[config.mk]
export PLATFORM = sky130hd
export DESIGN_NAME = demux32_stream
export DESIGN_NICKNAME = d
export VERILOG_FILES = /design/src/rtl/demux_pkg.sv /design/src/rtl/stream_hold_reg.sv /design/src/rtl/demux32_stream.sv
export SDC_FILE = /design/constraint.sdc
export NUM_CORES = 1
export LEC_CHECK = 0
export ABC_AREA = 0
export CAP_MARGIN = 30
export CORE_MARGIN = 2
export CORE_UTILIZATION = 44
export DETAILED_ROUTE_END_ITERATION = 10
export PLACE_DENSITY = 0.79
export SYNTH_ARGS = -nofsm -noshare
export SYNTH_HDL_FRONTEND = slang
export SYNTH_SLANG_ARGS = --single-unit
[constraint.sdc]
create_clock -name clk -period 1.76 [get_ports clk]
set_clock_uncertainty 0.05 [all_clocks]
set_input_delay 0.176 -clock clk [delete_from_list [all_inputs] [get_ports clk]]
set_output_delay 0.176 -clock clk [all_outputs]
set_load 0.02 [all_outputs]
[src/rtl/demux_pkg.sv]
// Shared definitions for the 32-bit 1:2 stream demultiplexer.
// Holds default widths, select encodings and the holding-stage state type.
package demux_pkg;

    localparam int WIDTH_DEFAULT = 32;
    localparam int CNT_W_DEFAULT = 8;

    localparam logic SEL_OUT0 = 1'b0;
    localparam logic SEL_OUT1 = 1'b1;

    typedef enum logic {
        ST_EMPTY = 1'b0,
        ST_FULL  = 1'b1
    } hold_state_e;

endpackage

[src/rtl/stream_hold_reg.sv]
// One-entry registered valid/ready holding stage with a wrapping
// delivery counter; valid and data are driven straight from flops.
module stream_hold_reg
    import demux_pkg::*;
#(
    parameter int WIDTH = WIDTH_DEFAULT,
    parameter int CNT_W = CNT_W_DEFAULT
) (
    input  logic             clk,
    input  logic             reset,
    input  logic             i_load,
    input  logic [WIDTH-1:0] i_data,
    input  logic             i_ready,
    output logic             o_valid,
    output logic [WIDTH-1:0] o_data,
    output logic [CNT_W-1:0] o_cnt
);

    hold_state_e      r_state;
    logic             r_valid;
    logic [WIDTH-1:0] r_data;
    logic [CNT_W-1:0] r_cnt;
    logic             w_deliver;

    assign w_deliver = r_valid & i_ready;

    // A load only arrives when the stage is empty or draining this cycle.
    always_ff @(posedge clk) begin
        if (reset) begin
            r_state <= ST_EMPTY;
            r_valid <= 1'b0;
            r_data  <= '0;
            r_cnt   <= '0;
        end else begin
            if (w_deliver) begin
                r_cnt <= r_cnt + 1'b1;
            end
            unique case (r_state)
                ST_EMPTY: begin
                    if (i_load) begin
                        r_state <= ST_FULL;
                        r_valid <= 1'b1;
                        r_data  <= i_data;
                    end
                end
                ST_FULL: begin
                    if (i_load) begin
                        r_data <= i_data;
                    end else if (i_ready) begin
                        r_state <= ST_EMPTY;
                        r_valid <= 1'b0;
                    end
                end
                default: begin
                    r_state <= ST_EMPTY;
                    r_valid <= 1'b0;
                end
            endcase
        end
    end

    assign o_valid = r_valid;
    assign o_data  = r_data;
    assign o_cnt   = r_cnt;

endmodule

[src/rtl/demux32_stream.sv]
// Routes one valid/ready stream to one of two registered output stages,
// chosen per word by in_sel; only the selected sink can stall the input.
module demux32_stream
    import demux_pkg::*;
#(
    parameter int WIDTH = WIDTH_DEFAULT,
    parameter int CNT_W = CNT_W_DEFAULT
) (
    input  logic             clk,
    input  logic             reset,
    input  logic             in_valid,
    output logic             in_ready,
    input  logic             in_sel,
    input  logic [WIDTH-1:0] in_data,
    output logic             out0_valid,
    input  logic             out0_ready,
    output logic [WIDTH-1:0] out0_data,
    output logic             out1_valid,
    input  logic             out1_ready,
    output logic [WIDTH-1:0] out1_data,
    output logic [CNT_W-1:0] cnt0,
    output logic [CNT_W-1:0] cnt1
);

    logic w_sel0;
    logic w_sel1;
    logic w_room0;
    logic w_room1;
    logic w_accept;
    logic w_load0;
    logic w_load1;

    assign w_sel0  = (in_sel == SEL_OUT0);
    assign w_sel1  = (in_sel == SEL_OUT1);
    assign w_room0 = ~out0_valid | out0_ready;
    assign w_room1 = ~out1_valid | out1_ready;

    assign in_ready = ~reset & ((w_sel0 & w_room0) | (w_sel1 & w_room1));
    assign w_accept = in_valid & in_ready;
    assign w_load0  = w_accept & w_sel0;
    assign w_load1  = w_accept & w_sel1;

    stream_hold_reg #(
        .WIDTH (WIDTH),
        .CNT_W (CNT_W)
    ) u_hold0 (
        .clk     (clk),
        .reset   (reset),
        .i_load  (w_load0),
        .i_data  (in_data),
        .i_ready (out0_ready),
        .o_valid (out0_valid),
        .o_data  (out0_data),
        .o_cnt   (cnt0)
    );

    stream_hold_reg #(
        .WIDTH (WIDTH),
        .CNT_W (CNT_W)
    ) u_hold1 (
        .clk     (clk),
        .reset   (reset),
        .i_load  (w_load1),
        .i_data  (in_data),
        .i_ready (out1_ready),
        .o_valid (out1_valid),
        .o_data  (out1_data),
        .o_cnt   (cnt1)
    );

endmodule
==> impl_metrics.py <==
metrics = {
    "run_status": {
        "status": "finished clean",
    },
    "route": {
        "ant_nets": 0,
        "vias": 3469,
        "vias_per_cell": 5.60,
        "drc_errors": 0,
        "drt-wirelength-per-cell_um": 16.0,
        "drt_iter0_markers": 201,
        "drtPass1Iterations": 7,
        "drt-total-wl_um": 9890,
    },
    "setup_path": {
        "critPathCaptureType": "output port",
        "worstRegToRegCells": 4,
        "path_class": "reg2out",
        "rrSetupSlack_ps": 350,
        "required_ps": 1530,
        "r2r-start": "u_hold0.o_valid",
        "path_max_fanout": 8,
        "r2r_end": "u_hold0.o_cnt[7]",
        "worstSetupStartpointType": "register",
        "crit_arrival_ps": 1460,
    },
    "logic_synthesis": {
        "synth_most_common_cell": "dfxtp_1",
        "synth_edf_count": 0,
        "yosys.area.top_type": "dfxtp_1",
        "synth.area.top_cells": "dfxtp_1, a21oi_1, nand3_1, o21ai_0, clkbuf_1",
        "muxShareOfSynthArea": 0.00670,
        "seq_area_frac_synth": 0.500,
        "synth_top_family_by_area": "compound AO/OA/AOI/OAI gates",
        "synth-simple-area-share": 0.184,
        "avgSynthCellArea_um2": 8.36,
        "ys_types": 33,
        "netlist_area_um2": 3360,
        "ys.flop_type": "dfxtp_1",
        "synth-async-reset-ratio": 0,
        "netlist_instances": 402,
        "ys_ff_latch": 84,
        "synth_xor_xnor_area_share": 0.0104,
        "synthTopCellsByCount": "dfxtp_1, a21oi_1, nand3_1",
        "syn_nets": 442,
        "yosys_warnings": 0,
        "synth_compound_area_frac": 0.237,
        "yosysTopAreaCellShare": 0.500,
        "synthAdderAreaFrac": 0.00745,
    },
    "worst_hold_path": {
        "hold_start": "reset",
        "min_to": "u_hold1.o_data[0]",
        "hold_depth": 3,
        "hold_class": "in2reg",
    },
    "pwr": {
        "p_leak_nw": 1.62,
        "cellPowerDensity_nw_per_um2": 785,
        "ir_worst_vdd_v": 0.000411,
    },
    "global_route": {
        "grt_pass1_vias": 3293,
        "gr-total-overflow": 0,
        "grt_pass1_wl_um": 15800,
        "grt_max_degree": 52,
        "grtUsageTotal": 0.233,
        "antenna_found_initial": 0,
    },
    "timing": {
        "finalCriticalPeriod_ps": 1690,
        "rsz0062_at_grt": "false",
        "slew_headroom": 0.655,
        "final_hold_viol_count": 0,
        "period_share": 0.960,
        "fmax_ghz": 0.592,
        "drv_slew": 0,
        "tightest_slew_ps": 518,
        "finalSetupViolations": 0,
    },
    "finish": {
        "fill_cells": 619,
        "area_growth_pct": 45.7,
        "drive_above_1_share": 0.0885,
        "n_antenna_cell": 0,
        "instances_no_fill": 619,
        "final_area_um2": 4900,
        "layout.nets": 555,
    },
    "clock_tree": {
        "cts_buffer_depth": 2,
        "htree_levels": 3,
        "clockRootBuffer": "clkbuf_8",
        "clk_pin_slew_ps": 80,
        "numCtsBuffers": 9,
        "insertion_delay_ps": 350,
        "cts_tree": "built",
        "cts_setup_buffers": 0,
        "clock_sinks": 84,
    },
    "place": {
        "io_buffers": 120,
        "dpl.cell_count": 603,
        "place_area_um2": 4710,
        "hpwlAfterDp_um": 6730,
        "place.gp.congestion": 0.802,
    },
    "floorplanning": {
        "core_area_um2": 7330,
        "chipWidth_um": 91.4,
        "initial_core_util": 0.458,
        "die_h_um": 91.4,
        "die-area_um2": 8350,
        "fp-row-count": 31,
        "ios": 121,
    },
    "job": {
        "maxCapViolCount": 0,
    },
}
[registers in the layout, summed over array words and instances (netlist names)]
signal,flops
u_hold0.o_cnt,8
u_hold0.o_data,32
u_hold0.o_valid,1
u_hold0.r_state,1
u_hold1.o_cnt,8
u_hold1.o_data,32
u_hold1.o_valid,1
u_hold1.r_state,1
[kinds of logic after synthesis]
group / after synthesis
AOI/OAI and AO/OA: 153
and+or+nand+nor: 114
DFF: 84
buffers and inverters: 43
xor gates and xnor gates: 4
muxes: 2
adders and majority gates: 2
[cell usage in the layout, fill, tap and decap left out, types with 3 or more instances in the layout]
cell and count:
buf_12 3, or3_1 3, inv_1 4, nand4_1 4
o31ai_1 4, o21ai_0 68, xor2_1 4, buf_4 18
clkbuf_8 9, nor2_1 10, dfxtp_1 84, nand2_1 9
or4_1 4, clkdlybuf4s50_1 118, nand3_1 70, a21oi_1 77
[report_power, final]
group	internal (mW)	switching (mW)
registers	1.95	0.0281
clock network	0.662	0.695
logic	0.240	0.268
[per-layer routing]
layer	part of all wire	track usage	routed length, um	vias to the layer above
li1	-	-	-	1664
met1	0.42	0.295	4130	1638
met2	0.49	0.385	4850	151
met3	0.070	0.0473	692	16
met4	0.022	0.0985	213	0
met5	0	0	0	-
[worst max path at each step]
stage	from	endpoint	slack, ps	cells past startpoint
after global routing	u_hold0.o_valid	out0_valid	20	2
after global placement	out1_ready	in_ready	-190	4
after detailed placement	out1_ready	in_ready	-230	4
after CTS	out1_ready	in_ready	50	4
after floorplan	u_hold1.o_valid	in_ready	80	3
final	u_hold0.o_valid	out0_valid	70	2
[through the flow]
stage / setup TNS (ps) / hold slack [ps] / worst slack [ps] / power, mW / util
after floorplan: 0 / 274 / 82.0 / 2.26 / -
after global placement: -366 / 410 / -190 / 2.52 / 0.642
after detailed placement: -1180 / 416 / -228 / 2.53 / 0.642
after CTS: 0 / 210 / 52.6 / 3.87 / 0.669
after global routing: 0 / 256 / 24.8 / 3.99 / 0.668
final: 0 / 214 / 69.9 / 3.85 / 0.668
[worst max-delay path, cell delays in order (launching register included)]
cell and delay [ps]:
dfxtp_1 340, buf_4 160, clkdlybuf4s50_1 610
[area by class of cell]
cell class              count  area [um^2]  share of cell area
well taps                  99          124              0.0253
clock inverters             5         62.6              0.0128
repair buffers            141         1390               0.283
multi-input cells         275         1500               0.306
flip-flops and latches     84         1680               0.343
inverters                   4         15.0             0.00307
clock buffers              11          131              0.0268
[repair_timing]
action | 4_1_cts | 5_1_grt
hold buffers | 0 | 0
resized for setup | 1 | 3
setup endpoints to repair | 1 | 1
No activity file was read; power rests on OpenSTA's default activity.
